===== src/rtl/mem_arb_pkg.sv =====
// Shared constants for the IF/D memory arbiter: FSM encoding, master ids, strobe width.
// All arbiter RTL and the interface import this package.
package mem_arb_pkg;

    typedef logic [1:0] state_t;

    localparam state_t ST_IDLE  = 2'd0;
    localparam state_t ST_ISSUE = 2'd1;
    localparam state_t ST_WAIT  = 2'd2;
    localparam state_t ST_RESP  = 2'd3;

    localparam logic MASTER_IF = 1'b0;
    localparam logic MASTER_D  = 1'b1;

    // MEM_LAT is at most 8, so MEM_LAT-1 fits in three bits.
    localparam int LAT_W = 3;

    function automatic int strb_w(input int data_w);
        return data_w / 8;
    endfunction

endpackage


===== src/rtl/mem_bus_arbiter_if.sv =====
// Bundle of the fetch port, load/store port and memory port seen by the arbiter.
// slave is the arbiter's view; master is the core+memory environment's view.
interface mem_bus_arbiter_if
    import mem_arb_pkg::*;
#(
    parameter int ADDR_W = 32,
    parameter int DATA_W = 32
);
    localparam int STRB_W = strb_w(DATA_W);

    logic              if_req;
    logic [ADDR_W-1:0] if_addr;
    logic              if_ack;
    logic [DATA_W-1:0] if_rdata;

    logic              d_req;
    logic              d_we;
    logic [ADDR_W-1:0] d_addr;
    logic [DATA_W-1:0] d_wdata;
    logic [STRB_W-1:0] d_wstrb;
    logic              d_ack;
    logic [DATA_W-1:0] d_rdata;

    logic              mem_en;
    logic              mem_we;
    logic [ADDR_W-1:0] mem_addr;
    logic [DATA_W-1:0] mem_wdata;
    logic [STRB_W-1:0] mem_wstrb;
    logic [DATA_W-1:0] mem_rdata;

    modport slave (
        input  if_req, if_addr,
        output if_ack, if_rdata,
        input  d_req, d_we, d_addr, d_wdata, d_wstrb,
        output d_ack, d_rdata,
        output mem_en, mem_we, mem_addr, mem_wdata, mem_wstrb,
        input  mem_rdata
    );

    modport master (
        output if_req, if_addr,
        input  if_ack, if_rdata,
        output d_req, d_we, d_addr, d_wdata, d_wstrb,
        input  d_ack, d_rdata,
        input  mem_en, mem_we, mem_addr, mem_wdata, mem_wstrb,
        output mem_rdata
    );

endinterface


===== src/rtl/arb_pick.sv =====
// Winner select between fetch and data with a starvation counter for fetch.
// Combinational pick; starve_cnt updates only on the cycle a grant is taken.
module arb_pick
    import mem_arb_pkg::*;
#(
    parameter int STARVE_MAX = 4
)(
    input  logic clk,
    input  logic rst,
    input  logic if_req,
    input  logic d_req,
    input  logic grant_en,
    output logic winner,
    output logic valid
);
    localparam int CNT_W = $clog2(STARVE_MAX + 2);
    localparam logic [CNT_W-1:0] CNT_MAX = CNT_W'(STARVE_MAX);

    logic [CNT_W-1:0] starve_cnt;
    logic             if_forced;

    assign if_forced = if_req && (starve_cnt == CNT_MAX);

    always_comb begin
        valid  = if_req | d_req;
        winner = MASTER_IF;
        if (d_req && !if_forced) begin
            winner = MASTER_D;
        end
    end

    always_ff @(posedge clk or negedge rst) begin
        if (!rst) begin
            starve_cnt <= '0;
        end else if (grant_en && valid) begin
            if (winner == MASTER_IF) begin
                starve_cnt <= '0;
            end else if (if_req && (starve_cnt != CNT_MAX)) begin
                starve_cnt <= starve_cnt + CNT_W'(1);
            end
        end
    end

endmodule


===== src/rtl/mem_bus_arbiter.sv =====
// Serialises IF and D accesses onto one single-port memory; ack arrives 2+MEM_LAT cycles after grant.
// Requesters hold req until ack; one access in flight, new grants only from IDLE.
module mem_bus_arbiter
    import mem_arb_pkg::*;
#(
    parameter int ADDR_W     = 32,
    parameter int DATA_W     = 32,
    parameter int MEM_LAT    = 1,
    parameter int STARVE_MAX = 4
)(
    input  logic             clk,
    input  logic             rst,
    mem_bus_arbiter_if.slave bus,
    output logic             busy
);
    localparam int STRB_W = strb_w(DATA_W);
    localparam logic [LAT_W-1:0] LAT_LOAD = LAT_W'(MEM_LAT - 1);

    state_t           state;
    logic             win_id;
    logic             win_we;
    logic [LAT_W-1:0] lat_cnt;

    logic             grant_en;
    logic             pick_id;
    logic             pick_vld;

    assign grant_en = (state == ST_IDLE);
    assign busy     = (state != ST_IDLE);

    arb_pick #(
        .STARVE_MAX (STARVE_MAX)
    ) u_pick (
        .clk      (clk),
        .rst      (rst),
        .if_req   (bus.if_req),
        .d_req    (bus.d_req),
        .grant_en (grant_en),
        .winner   (pick_id),
        .valid    (pick_vld)
    );

    // mem_* are registers loaded at grant, so the requester's attributes are
    // frozen for the whole access and nothing combinational reaches the memory.
    always_ff @(posedge clk or negedge rst) begin
        if (!rst) begin
            state         <= ST_IDLE;
            win_id        <= MASTER_IF;
            win_we        <= 1'b0;
            lat_cnt       <= '0;
            bus.mem_en    <= 1'b0;
            bus.mem_we    <= 1'b0;
            bus.mem_addr  <= '0;
            bus.mem_wdata <= '0;
            bus.mem_wstrb <= '0;
            bus.if_ack    <= 1'b0;
            bus.d_ack     <= 1'b0;
            bus.if_rdata  <= '0;
            bus.d_rdata   <= '0;
        end else begin
            bus.if_ack <= 1'b0;
            bus.d_ack  <= 1'b0;
            case (state)
                ST_IDLE: begin
                    if (pick_vld) begin
                        state      <= ST_ISSUE;
                        win_id     <= pick_id;
                        bus.mem_en <= 1'b1;
                        if (pick_id == MASTER_D) begin
                            win_we        <= bus.d_we;
                            bus.mem_we    <= bus.d_we;
                            bus.mem_addr  <= bus.d_addr;
                            bus.mem_wdata <= bus.d_wdata;
                            bus.mem_wstrb <= bus.d_we ? bus.d_wstrb : {STRB_W{1'b0}};
                        end else begin
                            win_we        <= 1'b0;
                            bus.mem_we    <= 1'b0;
                            bus.mem_addr  <= bus.if_addr;
                            bus.mem_wdata <= '0;
                            bus.mem_wstrb <= '0;
                        end
                    end
                end
                ST_ISSUE: begin
                    bus.mem_en    <= 1'b0;
                    bus.mem_we    <= 1'b0;
                    bus.mem_wstrb <= '0;
                    lat_cnt       <= LAT_LOAD;
                    state         <= ST_WAIT;
                end
                ST_WAIT: begin
                    if (lat_cnt != '0) begin
                        lat_cnt <= lat_cnt - 1'b1;
                    end else begin
                        state <= ST_RESP;
                        if (win_id == MASTER_D) begin
                            bus.d_ack <= 1'b1;
                            if (!win_we) begin
                                bus.d_rdata <= bus.mem_rdata;
                            end
                        end else begin
                            bus.if_ack   <= 1'b1;
                            bus.if_rdata <= bus.mem_rdata;
                        end
                    end
                end
                ST_RESP: begin
                    // Requester still holds req here; it is not looked at until IDLE.
                    state <= ST_IDLE;
                end
                default: begin
                    state <= ST_IDLE;
                end
            endcase
        end
    end

endmodule


===== src/flat_wrapper.sv =====
// flat-port wrapper written by rule: the top's interface ports become plain ports
module mem_bus_arbiter_flat import mem_arb_pkg::*;
#(
    parameter int ADDR_W     = 32,
    parameter int DATA_W     = 32,
    parameter int MEM_LAT    = 1,
    parameter int STARVE_MAX = 4
)
  (clk, rst, busy, bus_if_req, bus_if_addr, bus_if_ack, bus_if_rdata, bus_d_req, bus_d_we, bus_d_addr, bus_d_wdata, bus_d_wstrb, bus_d_ack, bus_d_rdata, bus_mem_en, bus_mem_we, bus_mem_addr, bus_mem_wdata, bus_mem_wstrb, bus_mem_rdata);
  mem_bus_arbiter_if #(.ADDR_W(ADDR_W), .DATA_W(DATA_W)) bus_i ();
  input  logic clk;
  input  logic rst;
  output logic busy;
  input wire logic [$bits(bus_i.if_req)-1:0] bus_if_req;
  input wire logic [$bits(bus_i.if_addr)-1:0] bus_if_addr;
  output wire logic [$bits(bus_i.if_ack)-1:0] bus_if_ack;
  output wire logic [$bits(bus_i.if_rdata)-1:0] bus_if_rdata;
  input wire logic [$bits(bus_i.d_req)-1:0] bus_d_req;
  input wire logic [$bits(bus_i.d_we)-1:0] bus_d_we;
  input wire logic [$bits(bus_i.d_addr)-1:0] bus_d_addr;
  input wire logic [$bits(bus_i.d_wdata)-1:0] bus_d_wdata;
  input wire logic [$bits(bus_i.d_wstrb)-1:0] bus_d_wstrb;
  output wire logic [$bits(bus_i.d_ack)-1:0] bus_d_ack;
  output wire logic [$bits(bus_i.d_rdata)-1:0] bus_d_rdata;
  output wire logic [$bits(bus_i.mem_en)-1:0] bus_mem_en;
  output wire logic [$bits(bus_i.mem_we)-1:0] bus_mem_we;
  output wire logic [$bits(bus_i.mem_addr)-1:0] bus_mem_addr;
  output wire logic [$bits(bus_i.mem_wdata)-1:0] bus_mem_wdata;
  output wire logic [$bits(bus_i.mem_wstrb)-1:0] bus_mem_wstrb;
  input wire logic [$bits(bus_i.mem_rdata)-1:0] bus_mem_rdata;
  assign bus_i.if_req = bus_if_req;
  assign bus_i.if_addr = bus_if_addr;
  assign bus_if_ack = bus_i.if_ack;
  assign bus_if_rdata = bus_i.if_rdata;
  assign bus_i.d_req = bus_d_req;
  assign bus_i.d_we = bus_d_we;
  assign bus_i.d_addr = bus_d_addr;
  assign bus_i.d_wdata = bus_d_wdata;
  assign bus_i.d_wstrb = bus_d_wstrb;
  assign bus_d_ack = bus_i.d_ack;
  assign bus_d_rdata = bus_i.d_rdata;
  assign bus_mem_en = bus_i.mem_en;
  assign bus_mem_we = bus_i.mem_we;
  assign bus_mem_addr = bus_i.mem_addr;
  assign bus_mem_wdata = bus_i.mem_wdata;
  assign bus_mem_wstrb = bus_i.mem_wstrb;
  assign bus_i.mem_rdata = bus_mem_rdata;
  mem_bus_arbiter #(.ADDR_W(ADDR_W), .DATA_W(DATA_W), .MEM_LAT(MEM_LAT), .STARVE_MAX(STARVE_MAX)) u_core (.clk(clk), .rst(rst), .bus(bus_i), .busy(busy));
endmodule

===== config.mk =====
export PLATFORM = sky130hd
export DESIGN_NAME = mem_bus_arbiter_flat
export DESIGN_NICKNAME = d
export VERILOG_FILES = /design/src/rtl/mem_arb_pkg.sv /design/src/rtl/mem_bus_arbiter_if.sv /design/src/rtl/arb_pick.sv /design/src/rtl/mem_bus_arbiter.sv /design/src/flat_wrapper.sv
export SDC_FILE = /design/constraint.sdc
export NUM_CORES = 1
export LEC_CHECK = 0
export BUFFER_PORTS_ARGS = -buffer_cell sky130_fd_sc_hd__buf_4
export CORE_ASPECT_RATIO = 1.25
export CORE_UTILIZATION = 25
export DETAILED_ROUTE_END_ITERATION = 8
export GPL_TIMING_DRIVEN = 0
export PLACE_DENSITY = 0.48
export REMOVE_ABC_BUFFERS = 1
export SLEW_MARGIN = 10
export SYNTH_ARGS = -nofsm -noshare
export SYNTH_HDL_FRONTEND = slang
export SYNTH_SLANG_ARGS = --single-unit

===== constraint.sdc =====
create_clock -name clk -period 2.6 [get_ports clk]
set_input_delay 0.26 -clock clk [delete_from_list [all_inputs] [get_ports clk]]
set_output_delay 0.26 -clock clk [all_outputs]
set_load 0.1 [all_outputs]

## Word-level counts from Yosys, hierarchy flattened

Index checks and enable logic that the tools add are counted.

- Register bits after elaboration: 146
- Input port bits: 137
- Word-level logic and storage cells: 71

- $add $sub $neg: 2
- Eq/ne operators: 9
- Multiplexer cells: 25
- Bitwise logic cells: 4
- Reductions and logical operators: 17

Operators with widths:

| kind | count |
|---|---|
| 32-bit two-way mux | 2 |
| 4-bit two-way mux | 3 |
| 1-bit two-way mux | 10 |
| 2-bit AND reduction | 5 |
| 3-bit two-way mux | 3 |
| 2-bit case mux with 4 select lines | 1 |
| 4-bit case mux with 2 select lines | 1 |
| 3-bit case mux with 2 select lines | 1 |
| 2-bit nonzero test | 3 |
| 2-bit equality test (second input constant) | 2 |
| 1-bit logical AND | 4 |
| 2-bit two-way mux | 2 |
| 2-bit by 1-bit inequality test with 1-bit output (second input constant) | 2 |
| 2-bit inequality test (second input constant) | 2 |
| 1-bit case mux with 2 select lines | 2 |
| 4-bit AND reduction | 1 |
| 3-bit by 1-bit adder with 3-bit output (second input constant) | 1 |
| 3-bit equality test (second input constant) | 1 |
| 3-bit inequality test (second input constant) | 1 |
| 1-bit inverter | 3 |
| 3-bit AND reduction | 1 |
| 3-bit nonzero test | 1 |
| 3-bit by 1-bit subtractor with 3-bit output (second input constant) | 1 |
| 2-bit by 1-bit equality test with 1-bit output (second input constant) | 1 |
| other kinds (3) | 3 |

## Longest topological paths before layout

Gate-level depths: netlist of run 1.

- Depth in word-level cells: 8
- Gate-level depth with buffers: 7
- Gate-level depth less buffers: 5

## By module

From an unflattened synthesis of run 1, not the netlist that was laid out.

- Cell total of the unflattened synthesis: 498
- Area total of the unflattened synthesis: 6044.5 um2

By module, submodules not included:

| module | instances | cells each | area an instance (um2) | sequential area each (um2) |
|---|---|---|---|---|
| mem_bus_arbiter | 1 | 477 | 5831.8 | 3578.4 |
| arb_pick | 1 | 21 | 212.7 | 75.1 |

## Worst setup path before layout of run 1

Ideal clock, no wire load.

- Kind: reg2out
- Start point: register u_core.state[0]
- End point: output port busy
- Arrival time: 1611 ps
- Required time: 2340 ps
- Setup slack: 729 ps
- Cell stages (with the launch flop): 6
- Path buffers: 2
- Path through: dfrtp_1 > inv_1 > ha_1 > buf_4 > clkbuf_1 > inv_1

- Longest elaborated chain between the ends: 1

Ends and longest elaborated chain:

| what | line | RTL |
|---|---|---|
| from (decl) | mem_bus_arbiter.sv:19 | `state_t state;` |
| from (signal assigned) | mem_bus_arbiter.sv:47 | `state <= ST_IDLE;` |
| from (signal assigned) | mem_bus_arbiter.sv:66 | `state <= ST_ISSUE;` |
| from (signal assigned) | mem_bus_arbiter.sv:89 | `state <= ST_WAIT;` |
| 2-bit nonzero test | mem_bus_arbiter.sv:29 | `assign busy = (state != ST_IDLE);` |
| to (decl) | flat_wrapper.sv:13 | `output logic busy;` |

Every way passes these cells.

## Worst setup path in the final report of run 1

- Start point: register u_core.state[0]
- End point: register u_core.bus.if_rdata[5]

- Longest elaborated chain between the ends: 2

Ends and longest elaborated chain:

| what | line | RTL |
|---|---|---|
| 2-bit equality test | mem_bus_arbiter.sv:63 | `case (state)` |
| 3-bit AND reduction (no source line) | -- |  |
| to (signal assigned) | mem_bus_arbiter.sv:103 | `bus.if_rdata <= bus.mem_rdata;` |
| to (decl) | mem_bus_arbiter_if.sv:33 | `output if_ack, if_rdata,` |

Every way passes these cells.
A chain may end at the register's enable or synchronous reset.

==> results of run 1 <==
## flip-flops by register name, summed over array words and instances, names as in the netlist
signal,flops
u_core.state,2
u_core.bus.mem_we,1
u_core.win_we,1
u_core.bus.if_ack,1
u_core.bus.mem_wstrb,4
u_core.bus.d_ack,1
u_core.u_pick.starve_cnt,3
u_core.bus.mem_addr,32
u_core.bus.if_rdata,32
u_core.lat_cnt,3
u_core.win_id,1
u_core.bus.mem_en,1
u_core.bus.d_rdata,32
u_core.bus.mem_wdata,32
## cell usage after synthesis, drive strengths merged (2+ instances only)
master and number:
nand4 33, nand2b 3, nand3 2, inv 7
nor2 3, mux2i 2, clkbuf 17, nand2 73
buf 20, o2bb2ai 2, o21ai 3, dfrtp 146
mux2 66, a21o 2, ha 8, a22o 38
o211ai 32, and3 2
## worst min path at each step
stage                                  from                  endpoint  slack [ps]
after global placement    u_core.bus.mem_we         u_core.bus.mem_we         470
after global routing        bus_d_wdata[17]  u_core.bus.mem_wdata[17]          30
after CTS                    bus_d_wdata[4]   u_core.bus.mem_wdata[4]          30
final                        bus_d_wdata[4]   u_core.bus.mem_wdata[4]          50
after detailed placement                rst    u_core.bus.d_rdata[18]         280
after floorplan                         rst          u_core.bus.d_ack         -40
## cells by family after synthesis
| group | count (synthesis) |
|---|---|
| DFF | 146 |
| and+or+nand+nor | 122 |
| AOI/OAI and AO/OA | 82 |
| muxes | 68 |
| buffers and inverters | 44 |
| adders and majority gates | 8 |
## timing repair
action,in CTS,in global routing
buffers inserted,0,5
endpoints found under the hold margin,69,0
gates resized for setup,2,2
hold buffers,1,0
endpoints found under the setup margin,65,78
## stage by stage
| step | worst slack [ps] | util (%) | setup TNS [ps] |
|---|---|---|---|
| 6_report | 215 | 38.2 | 0 |
| 5_1_grt | 86.9 | 38.2 | 0 |
| 4_1_cts | 33.5 | 38.0 | 0 |
| 3_5_place_dp | -264 | 35.6 | -13470 |
| 3_3_place_gp | -1850 | 34.9 | -130590 |
| 2_1_floorplan | -225 | - | -1760 |
## cell type report
type                    instances  share of cell area, %
clock buffers                  17                   4.65
clock inverters                15                   1.56
inverters                       7                  0.287
multi-input cells             280                   24.8
flip-flops and latches        146                   39.9
well taps                     325                   4.44
repair buffers                285                   24.4
## routing by layer
| metal | GRT usage, % | part of all wire [%] | wire [um] | vias to the layer above |
|---|---|---|---|---|
| met2 | 24.0 | 48 | 8710 | 238 |
| met1 | 17.4 | 42 | 7570 | 2369 |
| met3 | 4.83 | 8.4 | 1510 | 13 |
| met4 | 3.99 | 1.1 | 199 | 0 |
| li1 | - | - | - | 2245 |
| met5 | 0 | 0 | 0 | - |
==> out/results.ini, run 1 <==
[sta]
fin_hold_ws_ps = 54.5
finClkSkew_ps = 12.9
finalSetupViolations = 0
worstMarginPinSlew_ps = 848
fin_crit_ps = 2380
drv_slew = 0
rsz0062_at_grt = false
hold_viol = 0
clock.fmax_mhz = 419
period_share_pct = 91.7
max-slew-margin-rel_pct = 43.3

[cells_and_area]
num-fill-cells = 2387
multi_input_area_um2 = 2270
mostFrequentLayoutCell = buf_4
seq_area_um2 = 3650
final_cell_mix = buf_4, dfrtp_1, nand2_1
stdcell_count = 1075
antenna_cells = 0
synthToLayoutAreaGrowth_pct = 49.0
nets = 882
final_layout_size_suffix_gt1_share_pct = 52.1
final_cell_area_um2 = 9160

[detailed_routing]
drc = 0
antenna_left = 0
avgRoutedWirePerCell_um = 16.7
avgViaCountPerCell = 4.53
drt_iter0_drc = 183
dr.pass1.iters = 4
wl_um = 18000
dr_total_vias = 4865

[min_path]
hold_class = input pin to flop
holdPathStages = 2

[synthesis]
synthSimpleGateAreaFrac_pct = 9.73
ys_seq_area_share_pct = 59.4
ys_top_cells_by_area = dfrtp_1, mux2_4, mux2_2
yosys.area.top_type = dfrtp_1
ys_ff_latch = 146
syn_avg_cell_area_um2 = 13.1
synth_xor_xnor_area_share_pct = 0
synth-main-ff-cell = dfrtp_1
synthCells = 470
synth_top_area_share_pct = 59.4
synth_top_family_by_area = multiplexers
synthAdderAreaFrac_pct = 1.63
synth_mux_area_share_pct = 14.2
synth_edf_count = 0
async_flop_share_pct = 100
ys_types = 37
ys_warn_count = 0
synth_compound_area_share_pct = 10.8
syn_area_um2 = 6150

[floorplanning]
rows = 63
die-area_um2 = 25200
ios = 274
die_height_um = 177
core_um2 = 24000
initial_core_util_pct = 25.7
die-width_um = 142

[clock_tree]
cts_buffer_depth = 2
clk_latency_ps = 420
cts.root.buffer_cell = clkbuf_16
clock_sinks = 146
cts_max_level = 4
cts_buffers = 17
cts_tree = done
cts.clk_slew.worst_paths_ps = 70

[run_status]
outcome = finished, final reports clean

[setup_path]
cpPeakStageDelay_ps = 660
critPathSlowestCell = nor3_4
critPathTopFamily = simple AND/OR/NAND/NOR gates
path_class = flop to flop
crit_path_start_kind = flop
reg2reg_slack_ps = 220
ff2ff_path_depth = 6
cp-startpoint = u_core.state[0]
worstPathCellList = inv_1 > ha_1 > nand2_1 > nor3_4 > buf_8 > mux2_2
crit_path_end_kind = flop
crit_end = u_core.bus.if_rdata[5]
cp.arrival_ps = 2680
crit_cells = 6
r2r-start = u_core.state[0]
worst_ep_required_time_ps = 2900
crit_buf_inv = 2
crit_fanout = 18
worstReg2RegEnd = u_core.bus.if_rdata[5]

[global_route]
grt.total_usage_pct = 14.3
globalRouteOverflowTotal = 0
grt_pass1_wl_um = 28000
antenna_found_initial = 0
grt_start_max_net_pins = 78
grt_pass1_vias = 5206

[placement]
dp_hpwl_um = 12800
place.gp.congestion = 0.737
dpl_cell_area_um2 = 8530
io_buffers = 273
placed_cells = 1037

[flow_run]
drv_cap = 0

Power of run 1 is left out: the tool's default activity adds up to more than one toggle a clock period on the data nets, which glitch-free logic cannot reach.
==> inputs of run 2 (changes only) <==
--- a/config.mk
+++ b/config.mk
@@ -5,7 +5,7 @@
 export SDC_FILE = /design/constraint.sdc
 export NUM_CORES = 1
 export LEC_CHECK = 0
-export BUFFER_PORTS_ARGS = -buffer_cell sky130_fd_sc_hd__buf_4
+export BUFFER_PORTS_ARGS = -buffer_cell sky130_fd_sc_hd__buf_2
 export CORE_ASPECT_RATIO = 1.25
 export CORE_UTILIZATION = 25
 export DETAILED_ROUTE_END_ITERATION = 8
==> constraint.sdc (replaced) <==
create_clock -name clk -period 2.6 [get_ports clk]
set_input_delay 0 -clock clk [delete_from_list [all_inputs] [get_ports clk]]
set_output_delay 0 -clock clk [all_outputs]
set_load 0.1 [all_outputs]
==> out/results.ini, run 2 (synthesis results as in run 1) <==
[run_status]
outcome = finished, final reports clean

[detailed_routing]
avgRoutedWirePerCell_um = 15.5  ; -7.4%
drc = 0  ; unchanged
dr_total_vias = 5307  ; +9.1%
dr.pass1.iters = 5  ; +1
drt_iter0_drc = 198  ; +8.2%
antenna_left = 0  ; unchanged
avgViaCountPerCell = 4.40  ; -2.7%
wl_um = 18700  ; +3.8%

[setup_path]
path_class = flop to flop
crit_path_start_kind = flop
worst_ep_required_time_ps = 2910  ; about the same
cp.arrival_ps = 2660  ; -20 ps
critPathSlowestCell = nor2b_4
crit_path_end_kind = flop
cpPeakStageDelay_ps = 570  ; -90 ps
crit_fanout = 19  ; +1
worstPathCellList = inv_1 > ha_1 > and4b_1 > nor2b_4 > buf_12 > mux2_4

[cells_and_area]
nets = 1012  ; +15%
final_cell_mix = buf_2, dfrtp_1, dlygate4sd3_1
mostFrequentLayoutCell = buf_2
stdcell_count = 1205  ; +12%
antenna_cells = 0  ; unchanged
final_layout_size_suffix_gt1_share_pct = 44.0  ; -8.2 points
synthToLayoutAreaGrowth_pct = 60.3
final_cell_area_um2 = 9850  ; +7.6%

[floorplanning]
die-width_um = 142  ; unchanged
die_height_um = 177  ; unchanged
ios = 274  ; unchanged
initial_core_util_pct = 25.7  ; unchanged
core_um2 = 24000  ; unchanged
rows = 63  ; unchanged
die-area_um2 = 25200  ; unchanged

[flow_run]
drv_cap = 0  ; unchanged

[clock_tree]
post-cts-setup-buffer-count = 0  ; unchanged
cts.root.buffer_cell = clkbuf_16
cts_max_level = 4  ; unchanged
clk_latency_ps = 430  ; about the same
cts_tree = done
clock_sinks = 146  ; unchanged
cts_buffers = 17  ; unchanged
cts.clk_slew.worst_paths_ps = 60  ; about the same
cts_buffer_depth = 2  ; unchanged

[sta]
period_share_pct = 90.5  ; -1.2 points
fin_crit_ps = 2350  ; -31.3 ps
tns_ps = 0  ; unchanged
clock.fmax_mhz = 425  ; +1.3%
finClkSkew_ps = 10.9  ; -2.03 ps
rsz0062_at_grt = false
finalSetupViolations = 0  ; unchanged
max-slew-margin-rel_pct = 41.2  ; -2.0 points
hold_viol = 0  ; unchanged
drv_slew = 0  ; unchanged
worstMarginPinSlew_ps = 881  ; +33.3 ps

[placement]
placed_cells = 1038  ; +0.096%
dp_hpwl_um = 12000  ; -6.1%
place.gp.congestion = 0.699  ; -5.2%
io_buffers = 273  ; unchanged
dpl_cell_area_um2 = 7860  ; -7.8%

[global_route]
grt_start_max_net_pins = 100  ; +28%
grt_pass1_vias = 5508  ; +5.8%
antenna_found_initial = 0  ; unchanged
grt.total_usage_pct = 15.0  ; +0.66 points
globalRouteOverflowTotal = 0  ; unchanged
grt_pass1_wl_um = 28900  ; +3.4%

[min_path]
hold_class = input pin to async pin

run 2: changes by cell type in the layout (fill, tap and decap cells not counted), sizes merged:
cell | before | now
clkinvlp | 2 | 3
dlygate4sd3 | 1 | 135
clkbuf | 17 | 19
clkinv | 4 | 3
inv | 16 | 11
buf | 284 | 280
bufinv | 0 | 3
run 2: final timing paths:
check	slack (ps)	from	cells after the start	endpoint
worst min register to register	470	u_core.bus.mem_we	1	u_core.bus.mem_we
min in group clk	280	bus_d_req	3	u_core.u_pick.starve_cnt[1]
worst min-delay path	70	rst	2	u_core.bus.if_rdata[10]
worst max register to register	250	u_core.state[0]	6	u_core.bus.d_rdata[21]
worst max-delay path	250	u_core.state[0]	6	u_core.bus.d_rdata[21]
max in group asynchronous	1690	rst	3	u_core.bus.mem_wdata[10]
run 2: what timing repair did:
item | 4_1_cts | 5_1_grt
gates resized for setup | 1 | 2
hold endpoints to repair | 280 | 0
hold buffers | 135 | 0
endpoints found under the setup margin | 33 | 32
run 2: critical path: cells and delay by family (launching register included):
| kind | cells | cell delay, ps |
|---|---|---|
| multiplexers | 1 | 310 |
| adder cells (fa/ha/maj) | 1 | 300 |
| flip-flops | 1 | 390 |
| AND/OR/NAND/NOR | 2 | 840 |
| buffers and inverters | 2 | 390 |
run 2: final cells by class:
| cell class | instances | area [um2] |
|---|---|---|
| Fill cell | 2293 | 14100 |
| Clock buffer | 19 | 453 |
| Tap cell | 325 | 407 |
| Clock inverter | 13 | 174 |
| Timing Repair Buffer | 415 | 2870 |
| Sequential cell | 146 | 3650 |
| Inverter | 7 | 26.3 |
| Multi-Input combinational cell | 280 | 2270 |
run 2: metrics by stage:
stage	hold WS, ps	setup WS, ps	utilization, %
6_report	74.4	247	41.1
5_1_grt	101	86.0	41.1
4_1_cts	66.6	1.47	41.1
3_5_place_dp	-66.6	-57.4	32.8
3_3_place_gp	218	-2280	32.1
2_1_floorplan	-296	-225	-
run 2: per-layer routing:
layer  vias up  GRT usage [%]  wire, um
met5         -              0         0
met3        16           4.43      1270
li1       2510              -         -
met4         0           5.33       269
met2       237           25.4      8930
met1      2544           17.9      8190
Power of run 2 is left out for the same reason.
